File: config.mk
export PLATFORM = sky130hd
export DESIGN_NAME = vc_wb_buffer
export DESIGN_NICKNAME = d
export VERILOG_FILES = /design/src/rtl/lc3b_types.sv /design/src/rtl/vc_wb_cam.sv /design/src/rtl/vc_wb_buffer.sv
export SDC_FILE = /design/constraint.sdc
export NUM_CORES = 1
export LEC_CHECK = 0
export CORE_MARGIN = 5
export CORE_UTILIZATION = 60
export DETAILED_ROUTE_END_ITERATION = 16
export GPL_TIMING_DRIVEN = 0
export PLACE_DENSITY = 0.82
export SLEW_MARGIN = 10
export SYNTH_ARGS = -nofsm -noshare
export SYNTH_HDL_FRONTEND = slang
export SYNTH_HIERARCHICAL = 1
export SYNTH_SLANG_ARGS = --single-unit
export TNS_END_PERCENT = 100
File: constraint.sdc
create_clock -name clk -period 8.3 [get_ports clk]
set_clock_uncertainty 0.05 [all_clocks]
set_input_delay 1.245 -clock clk [delete_from_list [all_inputs] [get_ports clk]]
set_output_delay 1.245 -clock clk [all_outputs]
set_load 0.02 [all_outputs]
File: src/rtl/lc3b_types.sv
// Shared types for the LC-3b cache hierarchy.
// Covers the victim-cache write-back buffer state machine and its entry layout.
package lc3b_types;

  typedef enum logic {
    IDLE  = 1'b0,
    WRITE = 1'b1
  } vc_wb_state_t;

  typedef struct packed {
    logic         valid;
    logic [11:0]  addr;
    logic [127:0] data;
  } vc_wb_entry_t;

endpackage

File: src/rtl/vc_wb_cam.sv
// DEPTH-way line-address comparator for the write-back buffer.
// When several entries match, the youngest one (closest to tail) wins.
module vc_wb_cam #(
  parameter int DEPTH  = 4,
  parameter int ADDR_W = 12
) (
  input  logic [ADDR_W-1:0]          key,
  input  logic [DEPTH-1:0]           valid,
  input  logic [DEPTH-1:0]           exclude,
  input  logic [ADDR_W-1:0]          addrs [DEPTH],
  input  logic [$clog2(DEPTH)-1:0]   tail,
  output logic                       hit,
  output logic [$clog2(DEPTH)-1:0]   idx
);
  import lc3b_types::*;

  localparam int PW = $clog2(DEPTH);

  logic [DEPTH-1:0] match;
  logic [PW-1:0]    pos;

  generate
    for (genvar gi = 0; gi < DEPTH; gi++) begin : g_cmp
      assign match[gi] = valid[gi] & ~exclude[gi] & (addrs[gi] == key);
    end
  endgenerate

  // Walk backwards from tail-1 so the first match found is the youngest.
  always_comb begin
    hit = 1'b0;
    idx = '0;
    pos = '0;
    for (int k = 1; k <= DEPTH; k++) begin
      pos = tail - PW'(k);
      if (!hit && match[pos]) begin
        hit = 1'b1;
        idx = pos;
      end
    end
  end

endmodule

File: src/rtl/vc_wb_buffer.sv
// Write-back buffer for dirty victim-cache lines: coalescing circular queue,
// combinational forwarding lookup, and a one-line-at-a-time pmem drain.
module vc_wb_buffer #(
  parameter int DEPTH  = 4,
  parameter int ADDR_W = 12,
  parameter int DATA_W = 128
) (
  input  logic                         clk,
  input  logic                         rst_n,
  input  logic                         enq_valid,
  input  logic [ADDR_W-1:0]            enq_addr,
  input  logic [DATA_W-1:0]            enq_data,
  output logic                         enq_ready,
  input  logic [ADDR_W-1:0]            lookup_addr,
  output logic                         lookup_hit,
  output logic [DATA_W-1:0]            lookup_data,
  output logic [ADDR_W+3:0]            pmem_address,
  output logic [DATA_W-1:0]            pmem_wdata,
  output logic                         pmem_write,
  input  logic                         pmem_resp,
  output logic [$clog2(DEPTH+1)-1:0]   count,
  output logic                         empty,
  output logic                         full
);
  import lc3b_types::*;

  localparam int PW = $clog2(DEPTH);
  localparam int CW = $clog2(DEPTH+1);

  vc_wb_state_t      state_q, state_d;
  logic [PW-1:0]     head_q, head_d, tail_q, tail_d;
  logic [CW-1:0]     count_q, count_d;
  logic              full_q, full_d, empty_q, empty_d;
  logic [DEPTH-1:0]  valid_q, valid_d;
  logic [ADDR_W-1:0] addr_q [DEPTH];
  logic [ADDR_W-1:0] addr_d [DEPTH];
  logic [DATA_W-1:0] data_q [DEPTH];
  logic [DATA_W-1:0] data_d [DEPTH];

  logic [DEPTH-1:0]  head_mask, coal_excl;
  logic              coal_hit, accept, push_new, pop;
  logic [PW-1:0]     coal_idx, look_idx;

  // The head being written to memory is frozen, so it is hidden from coalescing.
  assign head_mask = DEPTH'(1) << head_q;
  assign coal_excl = (state_q == WRITE) ? head_mask : '0;

  vc_wb_cam #(.DEPTH(DEPTH), .ADDR_W(ADDR_W)) u_coal_cam (
    .key     (enq_addr),
    .valid   (valid_q),
    .exclude (coal_excl),
    .addrs   (addr_q),
    .tail    (tail_q),
    .hit     (coal_hit),
    .idx     (coal_idx)
  );

  vc_wb_cam #(.DEPTH(DEPTH), .ADDR_W(ADDR_W)) u_look_cam (
    .key     (lookup_addr),
    .valid   (valid_q),
    .exclude ('0),
    .addrs   (addr_q),
    .tail    (tail_q),
    .hit     (lookup_hit),
    .idx     (look_idx)
  );

  assign lookup_data = lookup_hit ? data_q[look_idx] : '0;

  assign enq_ready = !full_q | coal_hit;
  assign accept    = enq_valid & enq_ready;
  assign push_new  = accept & ~coal_hit;
  assign pop       = (state_q == WRITE) & pmem_resp;

  always_comb begin
    head_d  = head_q;
    tail_d  = tail_q;
    valid_d = valid_q;
    addr_d  = addr_q;
    data_d  = data_q;
    count_d = count_q;

    if (accept && coal_hit) begin
      data_d[coal_idx] = enq_data;
    end
    if (push_new) begin
      valid_d[tail_q] = 1'b1;
      addr_d[tail_q]  = enq_addr;
      data_d[tail_q]  = enq_data;
      tail_d          = tail_q + PW'(1);
    end
    if (pop) begin
      valid_d[head_q] = 1'b0;
      head_d          = head_q + PW'(1);
    end

    if (push_new && !pop) begin
      count_d = count_q + CW'(1);
    end else if (!push_new && pop) begin
      count_d = count_q - CW'(1);
    end
    full_d  = (count_d == CW'(DEPTH));
    empty_d = (count_d == '0);
  end

  always_comb begin
    state_d = state_q;
    unique case (state_q)
      IDLE:    if (!empty_q)  state_d = WRITE;
      WRITE:   if (pmem_resp) state_d = IDLE;
      default: state_d = IDLE;
    endcase
  end

  always_ff @(posedge clk or negedge rst_n) begin
    if (!rst_n) begin
      state_q <= IDLE;
      head_q  <= '0;
      tail_q  <= '0;
      count_q <= '0;
      full_q  <= 1'b0;
      empty_q <= 1'b1;
      valid_q <= '0;
      for (int i = 0; i < DEPTH; i++) begin
        addr_q[i] <= '0;
        data_q[i] <= '0;
      end
    end else begin
      state_q <= state_d;
      head_q  <= head_d;
      tail_q  <= tail_d;
      count_q <= count_d;
      full_q  <= full_d;
      empty_q <= empty_d;
      valid_q <= valid_d;
      addr_q  <= addr_d;
      data_q  <= data_d;
    end
  end

  assign pmem_write   = (state_q == WRITE);
  assign pmem_address = pmem_write ? {addr_q[head_q], 4'b0000} : '0;
  assign pmem_wdata   = pmem_write ? data_q[head_q] : '0;

  assign count = count_q;
  assign empty = empty_q;
  assign full  = full_q;

endmodule

==> metrics.log, run 1 <==
[metrics] share of flip-flops with an asynchronous set or reset: 100.0%
[metrics] R2R Path End: data_q[187]
[metrics] area of the multi-input gates: 0.01618 mm^2
[metrics] worst rel slew slack: 13.61%
[metrics] final WL: 92,990 um
[metrics] critical path's slowest cell: clkdlybuf4s50_1
[metrics] fraction of layout instances using a drive strength above 1: 40.30%
[metrics] Die ar.: 0.05773 mm^2
[metrics] Setup crit start kind: primary input
[metrics] Avg Synthesized Cell Area: 15.45 um^2
[metrics] Fin Setup TNS: 0 ps
[metrics] Initial Utilization: 60.54%
[metrics] count of pins on the block boundary: 436
[metrics] Gate Count Post-Synth: 2,059
[metrics] count of buffers inserted at the top-level ports: 430
[metrics] insertion delay to the later sink of the worst-skew pair: 630 ps
[metrics] number of CTS-inserted buffers: 61
[metrics] die height: 240.3 um
[metrics] per-cell via count in the routed design: 6.280
[metrics] nets: 2,730
[metrics] critical path endpoint: lookup_data[100]
[metrics] reg-to-reg slack, setup: 3280 ps
[metrics] cell area after synthesis: 0.03181 mm^2
[metrics] layout overhead on the synthesized area: 23.36%
[metrics] final antenna-violating net count: 0
[metrics] Cell Chain, Critical Path: clkdlybuf4s50_1, xnor2_1, nand4_1, nor4_4, a21bo_1, a2111oi_4, buf_2, buf_2, mux4_2, and2_1, clkdlybuf4s50_1
[metrics] synthesized flop and latch total: 574
[metrics] RSZ-0062 raised after global routing: false
[metrics] Iteration-0 DRC Markers: 1,357
[metrics] share of synthesized area occupied by flip-flops and latches: 45.15%
[metrics] total track usage: 31.89%
[metrics] clock slew at the register clock pins of the worst setup and hold paths: 60 ps
[metrics] leftover overflow at the end of global routing: 0
[metrics] total power per unit cell area: 412.2 mW/mm^2
[metrics] leak pwr: 16.03 nW
[metrics] cell count of the worst reg-to-reg path: 15
[metrics] CTS Hold Buffers Added: 0
[metrics] Fmax: 142.5 MHz
[metrics] Post-CTS Repair Setup Buffers: 0
[metrics] Area contributors post-synth: dfrtp_1 45%, mux4_2 19%, mux2_2 16%, and2_1 5.3%, mux2_4 4.7%
[metrics] maximum number of pins on one net before global-route repair: 113
[metrics] final critical-path required period: 7019 ps
[metrics] worst hold path type: register to register
[metrics] transition time at the pin with the least slew margin: 1296 ps
[metrics] most used flip-flop cell after synthesis: dfrtp_1
[metrics] worst setup path category: primary input to primary output
[metrics] required time reported for the critical path endpoint: 7010 ps
[metrics] endpoint arrival time on the critical path: 5720 ps
[metrics] run status: finished clean
[metrics] count of max-cap constraint violations: 0
[metrics] via count of the first global-routing pass: 22,380
[metrics] total vias in the final route: 20,790
[metrics] cells resized by post-CTS repair: 0
[metrics] worst hold margin: 475.2 ps
[metrics] num rows: 84
[metrics] final-report hold violation count: 0
[metrics] Setup-failing EPs final: 0
[metrics] fraction of synthesized cell area taken by the top area cell type: 45.07%
[metrics] routed len/inst: 28.08 um
[metrics] clock tree from TritonCTS: done
[metrics] kind of end point of the critical path: primary output
[metrics] first-pass GRT wire length: 139,600 um
[metrics] # H-tree levels: 2
[metrics] maximum root-to-sink buffer count: 3
[metrics] die width: 240.3 um
[metrics] peak ir drop on the vdd network: 0.2777 mV
[metrics] EDFF count, synth: 0
[metrics] count of distinct cell types in the synthesized netlist: 48
[metrics] number of clock sinks: 574
[metrics] Slowest Stage Delay on Critical Path: 650 ps
[metrics] fillcell total: 3,325
[metrics] sequential cell area in the final layout: 0.01437 mm^2
[metrics] largest driver fanout on the critical path: 10
[metrics] worst setup path start: lookup_addr[6]
[metrics] root buf cell: clkbuf_16
[metrics] floorplan core area: 0.05255 mm^2
[metrics] cell type with the largest total area after synthesis: dfrtp_1
[metrics] drt first pass iters: 5
[metrics] sum of net half-perimeters after detailed placement: 64,780 um
[metrics] DRC violation count after routing: 0
[metrics] ranking of synthesized cells by instance count: 573 x dfrtp_1, 461 x mux2_2, 272 x and2_1, 268 x mux4_2, 100 x mux2_4
[metrics] number of antenna violations at the first check in global routing: 20
[metrics] routability congestion estimate: 0.8987
[metrics] total count of max-transition violations in the final report: 0
[metrics] final worst path period share: 84.57%
[metrics] worst r2r src: head_q[1]
[metrics] cell with the most instances after synthesis: dfrtp_1
[metrics] count of warnings emitted by yosys: 6
## kinds of logic after synthesis
group / count (synthesis) / synth area share, %
buffers and inverters: 169 / 4.063
AO/OA/AOI/OAI: 22 / 0.6411
flip-flops: 574 / 45.15
adder cells (fa/ha/maj): 10 / 0.3933
other: 1 / 0.01179
XOR/XNOR: 101 / 2.781
multiplexers: 831 / 40.07
AND/OR/NAND/NOR: 351 / 6.883
## metal layers
| layer | up-vias | part of all wire (%) | GRT usage (%) |
|---|---|---|---|
| li1 | 8704 | - | - |
| met1 | 11080 | 39 | 42.74 |
| met2 | 813 | 49 | 51.55 |
| met3 | 193 | 8.3 | 7.869 |
| met4 | 8 | 4.1 | 11.54 |
| met5 | - | 0.048 | 0 |
## metrics by stage
stage          worst slack, ps  util [%]  cell area [um^2]  power (mW)  cells
3_3_place_gp            -18790     70.42             37000       12.95   3184
6_report                  1281     74.68             39240       16.18   3311
2_1_floorplan             3276         -             31840       10.52   2066
4_1_cts                   1314     74.61             39210       16.19   3296
3_5_place_dp              1319     70.69             37150       13.29   3189
5_1_grt                   1155     74.66             39230       16.91   3307
## cell usage in the layout, fill, tap and decap left out, types with 3 or more instances in the layout
cell type          n
buf_4             15
ha_1              10
o21ai_0            3
xor2_1            26
inv_1             13
bufinv_16          7
buf_16             5
clkinv_2           6
diode_2           15
buf_6             51
nor3_1             4
buf_2             32
nor2_1            13
and2_0             3
mux2_2           461
conb_1             8
nor4_1             9
nand4_1           14
clkbuf_8          15
clkbuf_1          54
and2_1           272
nand2_1            9
xnor2_1           75
nand3_1            6
nand3b_1           6
dfrtp_1          573
mux4_2           268
clkdlybuf4s50_1  429
clkbuf_16         61
a21oi_1            6
buf_12            11
buf_1              6
mux2_4           100
## sequential cells by signal (all words and copies together) (netlist names)
name	count
addr_q	48
count	3
data_q	512
empty	1
full	1
head_q	2
pmem_write	1
tail_q	2
valid_q	4
## worst min-delay path by stage
stage | start | endpoint | slack, ps | cells past startpoint
2_1_floorplan | data_q[128] | data_q[128] | 440 | 1
3_3_place_gp | empty | pmem_write | 450 | 1
3_5_place_dp | empty | pmem_write | 460 | 1
4_1_cts | empty | pmem_write | 470 | 1
5_1_grt | data_q[164] | data_q[164] | 480 | 1
6_report | data_q[169] | data_q[169] | 480 | 1
## critical path: cells and delay by family
family / cells / cell delay [ps]
AO/OA/AOI/OAI: 2 / 720
AND/OR/NAND/NOR: 3 / 840
multiplexers: 1 / 550
buffers and inverters: 4 / 2210
XOR/XNOR: 1 / 160
## where the power goes
group | leakage, nW | internal, mW | switching (mW) | total (mW)
combinational | 8.21 | 4.62 | 3.30 | 7.93
sequential | 6.81 | 4.25 | 1.15 | 5.40
clock | 1.01 | 1.69 | 1.16 | 2.85
## area by class of cell
| cell class | count | area share (%) |
|---|---|---|
| Antenna cell | 15 | 0.09565 |
| Buffer | 156 | 3.172 |
| Clock buffer | 90 | 4.550 |
| Clock inverter | 17 | 0.6950 |
| Inverter | 13 | 0.1243 |
| Multi-Input combinational cell | 1323 | 41.23 |
| Sequential cell | 574 | 36.60 |
| Tap cell | 688 | 2.194 |
| Timing Repair Buffer | 435 | 11.33 |
Note: power is estimated with default switching activity, not from simulation.
==> run 2: changes to the inputs <==
--- a/config.mk
+++ b/config.mk
@@ -6,10 +6,10 @@
 export NUM_CORES = 1
 export LEC_CHECK = 0
 export CORE_MARGIN = 5
-export CORE_UTILIZATION = 60
+export CORE_UTILIZATION = 56
 export DETAILED_ROUTE_END_ITERATION = 16
 export GPL_TIMING_DRIVEN = 0
-export PLACE_DENSITY = 0.82
+export PLACE_DENSITY = 0.77
 export SLEW_MARGIN = 10
 export SYNTH_ARGS = -nofsm -noshare
 export SYNTH_HDL_FRONTEND = slang
==> constraint.sdc (replaced) <==
create_clock -name clk -period 7.34 [get_ports clk]
set_clock_uncertainty 0.05 [all_clocks]
set_input_delay 1.101 -clock clk [delete_from_list [all_inputs] [get_ports clk]]
set_output_delay 1.101 -clock clk [all_outputs]
set_load 0.02 [all_outputs]
==> run 2 against run 1 <==
Worst setup slack worse by 740 ps; register-to-register slack got worse by 1100 ps; combinational power is 12% higher; sequential cell count is the same; total power up 13%; critical path depth did not move; final cell count rose by 2.1%; die area up 6.8%; clock power grew 14%; largest cell class unchanged; highest routed layer unchanged.
==> metrics.log, run 2 (synthesis gave the netlist of run 1 again) <==
[metrics] final worst path period share: 92.59%
[metrics] routed len/inst: 27.22 um (was 28.08 um)
[metrics] area of the multi-input gates: 0.01618 mm^2 (unchanged)
[metrics] worst rel slew slack: 15.26% (was 13.61%)
[metrics] Setup crit start kind: primary input (unchanged)
[metrics] die height: 248.3 um (was 240.3 um)
[metrics] total track usage: 29.91% (was 31.89%)
[metrics] num rows: 87 (was 84)
[metrics] floorplan core area: 0.05639 mm^2 (was 0.05255 mm^2)
[metrics] Setup-failing EPs final: 0 (unchanged)
[metrics] leftover overflow at the end of global routing: 0 (unchanged)
[metrics] transition time at the pin with the least slew margin: 1271 ps (was 1296 ps)
[metrics] worst hold path type: primary input to asynchronous set/reset pin (was register to register)
[metrics] endpoint arrival time on the critical path: 5640 ps (was 5720 ps)
[metrics] number of antenna violations at the first check in global routing: 15 (was 20)
[metrics] first-pass GRT wire length: 138,300 um (was 139,600 um)
[metrics] Iteration-0 DRC Markers: 1,256 (was 1,357)
[metrics] fin cells: 3,381 (was 3,311)
[metrics] DRC violation count after routing: 0 (unchanged)
[metrics] RSZ-0062 raised after global routing: false (unchanged)
[metrics] critical path's slowest cell: clkdlybuf4s50_1 (unchanged)
[metrics] clock tree from TritonCTS: done (unchanged)
[metrics] count of pins on the block boundary: 436 (unchanged)
[metrics] final-report hold violation count: 0 (unchanged)
[metrics] Regs by FF count: data_q: 512 flops, addr_q: 48 flops, valid_q: 4 flops (unchanged)
[metrics] critical path's top delay family: buffers and inverters (unchanged)
[metrics] fraction of layout instances using a drive strength above 1: 40.40% (was 40.30%)
[metrics] cells resized by post-CTS repair: 0 (unchanged)
[metrics] count of buffers inserted at the top-level ports: 430 (unchanged)
[metrics] CTS Hold Buffers Added: 0 (unchanged)
[metrics] total vias in the final route: 20,400 (was 20,790)
[metrics] commonest cells after routing, fill and taps aside: 573 x dfrtp_1, 461 x mux2_2, 429 x clkdlybuf4s50_1, 272 x and2_1, 268 x mux4_2 (unchanged)
[metrics] top register by number of flip-flops: data_q (unchanged)
[metrics] routability congestion estimate: 0.9105 (was 0.8987)
[metrics] total power per unit cell area: 463.6 mW/mm^2 (was 412.2 mW/mm^2)
[metrics] maximum root-to-sink buffer count: 3 (unchanged)
[metrics] run status: finished clean (unchanged)
[metrics] Cell Chain, Critical Path: clkdlybuf4s50_1, xnor2_1, nand4_1, nor4_4, a21bo_1, a2111oi_4, buf_2, buf_2, mux4_2, and2_1, clkdlybuf4s50_1 (unchanged)
[metrics] worst setup path category: primary input to primary output (unchanged)
[metrics] fillcell total: 3,975 (was 3,325)
[metrics] Fin Setup TNS: 0 ps (unchanged)
[metrics] number of clock sinks: 574 (unchanged)
[metrics] leak pwr: 16.05 nW (was 16.03 nW)
[metrics] WP buf/inv: 4 (unchanged)
[metrics] die width: 248.3 um (was 240.3 um)
[metrics] Post-CTS Repair Setup Buffers: 0 (unchanged)
[metrics] final critical-path required period: 6796 ps
[metrics] # H-tree levels: 3 (was 2)
[metrics] via count of the first global-routing pass: 22,050 (was 22,380)
[metrics] Die ar.: 0.06168 mm^2 (was 0.05773 mm^2)
[metrics] sequential cell area in the final layout: 0.01437 mm^2 (unchanged)
[metrics] layout overhead on the synthesized area: 23.81% (was 23.36%)
[metrics] clock slew at the register clock pins of the worst setup and hold paths: 60 ps (about the same)
[metrics] required time reported for the critical path endpoint: 6190 ps (was 7010 ps)
[metrics] drt first pass iters: 5 (unchanged)
[metrics] Initial Utilization: 56.42% (was 60.54%)
[metrics] kind of end point of the critical path: primary output (unchanged)
[metrics] Slowest Stage Delay on Critical Path: 630 ps (was 650 ps)
[metrics] number of placed instances with taps included: 3,257 (was 3,189)
[metrics] final WL: 92,030 um (was 92,990 um)
[metrics] most frequent standard cell in the layout excluding fill and tap cells: dfrtp_1 (unchanged)
[metrics] Fmax: 147.1 MHz
[metrics] per-cell via count in the routed design: 6.033 (was 6.280)
[metrics] largest driver fanout on the critical path: 10 (unchanged)
[metrics] total count of max-transition violations in the final report: 0 (unchanged)
[metrics] number of CTS-inserted buffers: 66 (was 61)
[metrics] root buf cell: clkbuf_16 (unchanged)
[metrics] nets: 2,735 (was 2,730)
[metrics] peak ir drop on the vdd network: 0.3115 mV (was 0.2777 mV)
[metrics] count of max-cap constraint violations: 0 (unchanged)
[metrics] max reg flops: 512 (unchanged)
[metrics] maximum number of pins on one net before global-route repair: 110 (was 113)
[metrics] final antenna-violating net count: 0 (unchanged)
[metrics] sum of net half-perimeters after detailed placement: 64,900 um (was 64,780 um)
[metrics] insertion delay to the later sink of the worst-skew pair: 590 ps (was 630 ps)
[metrics] Power, Total: 18.26 mW (was 16.18 mW)
[metrics] worst hold margin: 363.3 ps (was 475.2 ps)
-- run 2: cell count changes in the layout (fill, tap and decap cells not counted), sizes merged --
cell,change
clkinv,-2
diode,-4
clkbuf,+10
clkinvlp,+4
bufinv,-6
-- run 2: where the power goes --
group | leakage, nW | internal, mW | switching, mW
registers | 6.81 | 4.81 | 1.28
clock network | 1.03 | 1.93 | 1.34
logic | 8.21 | 5.23 | 3.69
total | 16.0 | 12.0 | 6.30
-- run 2: layout make-up --
cell class | count | area share (%)
Multi-Input combinational cell | 1323 | 41.08
Sequential cell | 574 | 36.47
Tap cell | 756 | 2.401
Inverter | 13 | 0.1239
Antenna cell | 11 | 0.06988
Clock inverter | 13 | 0.2954
Buffer | 156 | 3.157
Timing Repair Buffer | 435 | 11.29
Clock buffer | 100 | 5.111
-- run 2: per-layer routing --
metal,GRT usage [%],part of all wire [%],up-vias
met5,0,0.078,-
met2,46.93,48,639
li1,-,-,8709
met1,40.44,41,10870
met4,9.688,3.4,10
met3,9.335,8.0,169
-- run 2: path summary, 6_finish.rpt --
path | from | slack, ps | to | cells past startpoint
setup / recovery | lookup_addr[6] | 540 | lookup_data[58] | 11
hold / removal | rst_n | 360 | addr_q[3] | 1
setup reg to reg | head_q[1] | 2210 | data_q[189] | 15
hold reg to reg | data_q[165] | 470 | data_q[165] | 1
max in group asynchronous | rst_n | 4990 | data_q[200] | 4
min in group clk | data_q[165] | 470 | data_q[165] | 1
-- run 2: worst reg2reg max path, cell delays in order, from the launching register on --
cell and delay (ps):
dfrtp_1 370, buf_2 230, clkbuf_1 660, buf_2 450
inv_1 120, ha_1 200, and2_1 170, nand3b_1 190
nor4_1 640, a21oi_1 140, o32a_2 450, a32o_1 270
nand2_1 110, buf_4 350, buf_6 250, mux2_2 360
-- run 2: per-stage QoR --
stage	area, um^2	worst slack [ps]	utilization [%]
2_1_floorplan	31840	2604	-
3_3_place_gp	37090	-19710	65.78
3_5_place_dp	37230	609.0	66.03
4_1_cts	39360	599.7	69.81
5_1_grt	39380	354.1	69.84
6_report	39390	544.1	69.86
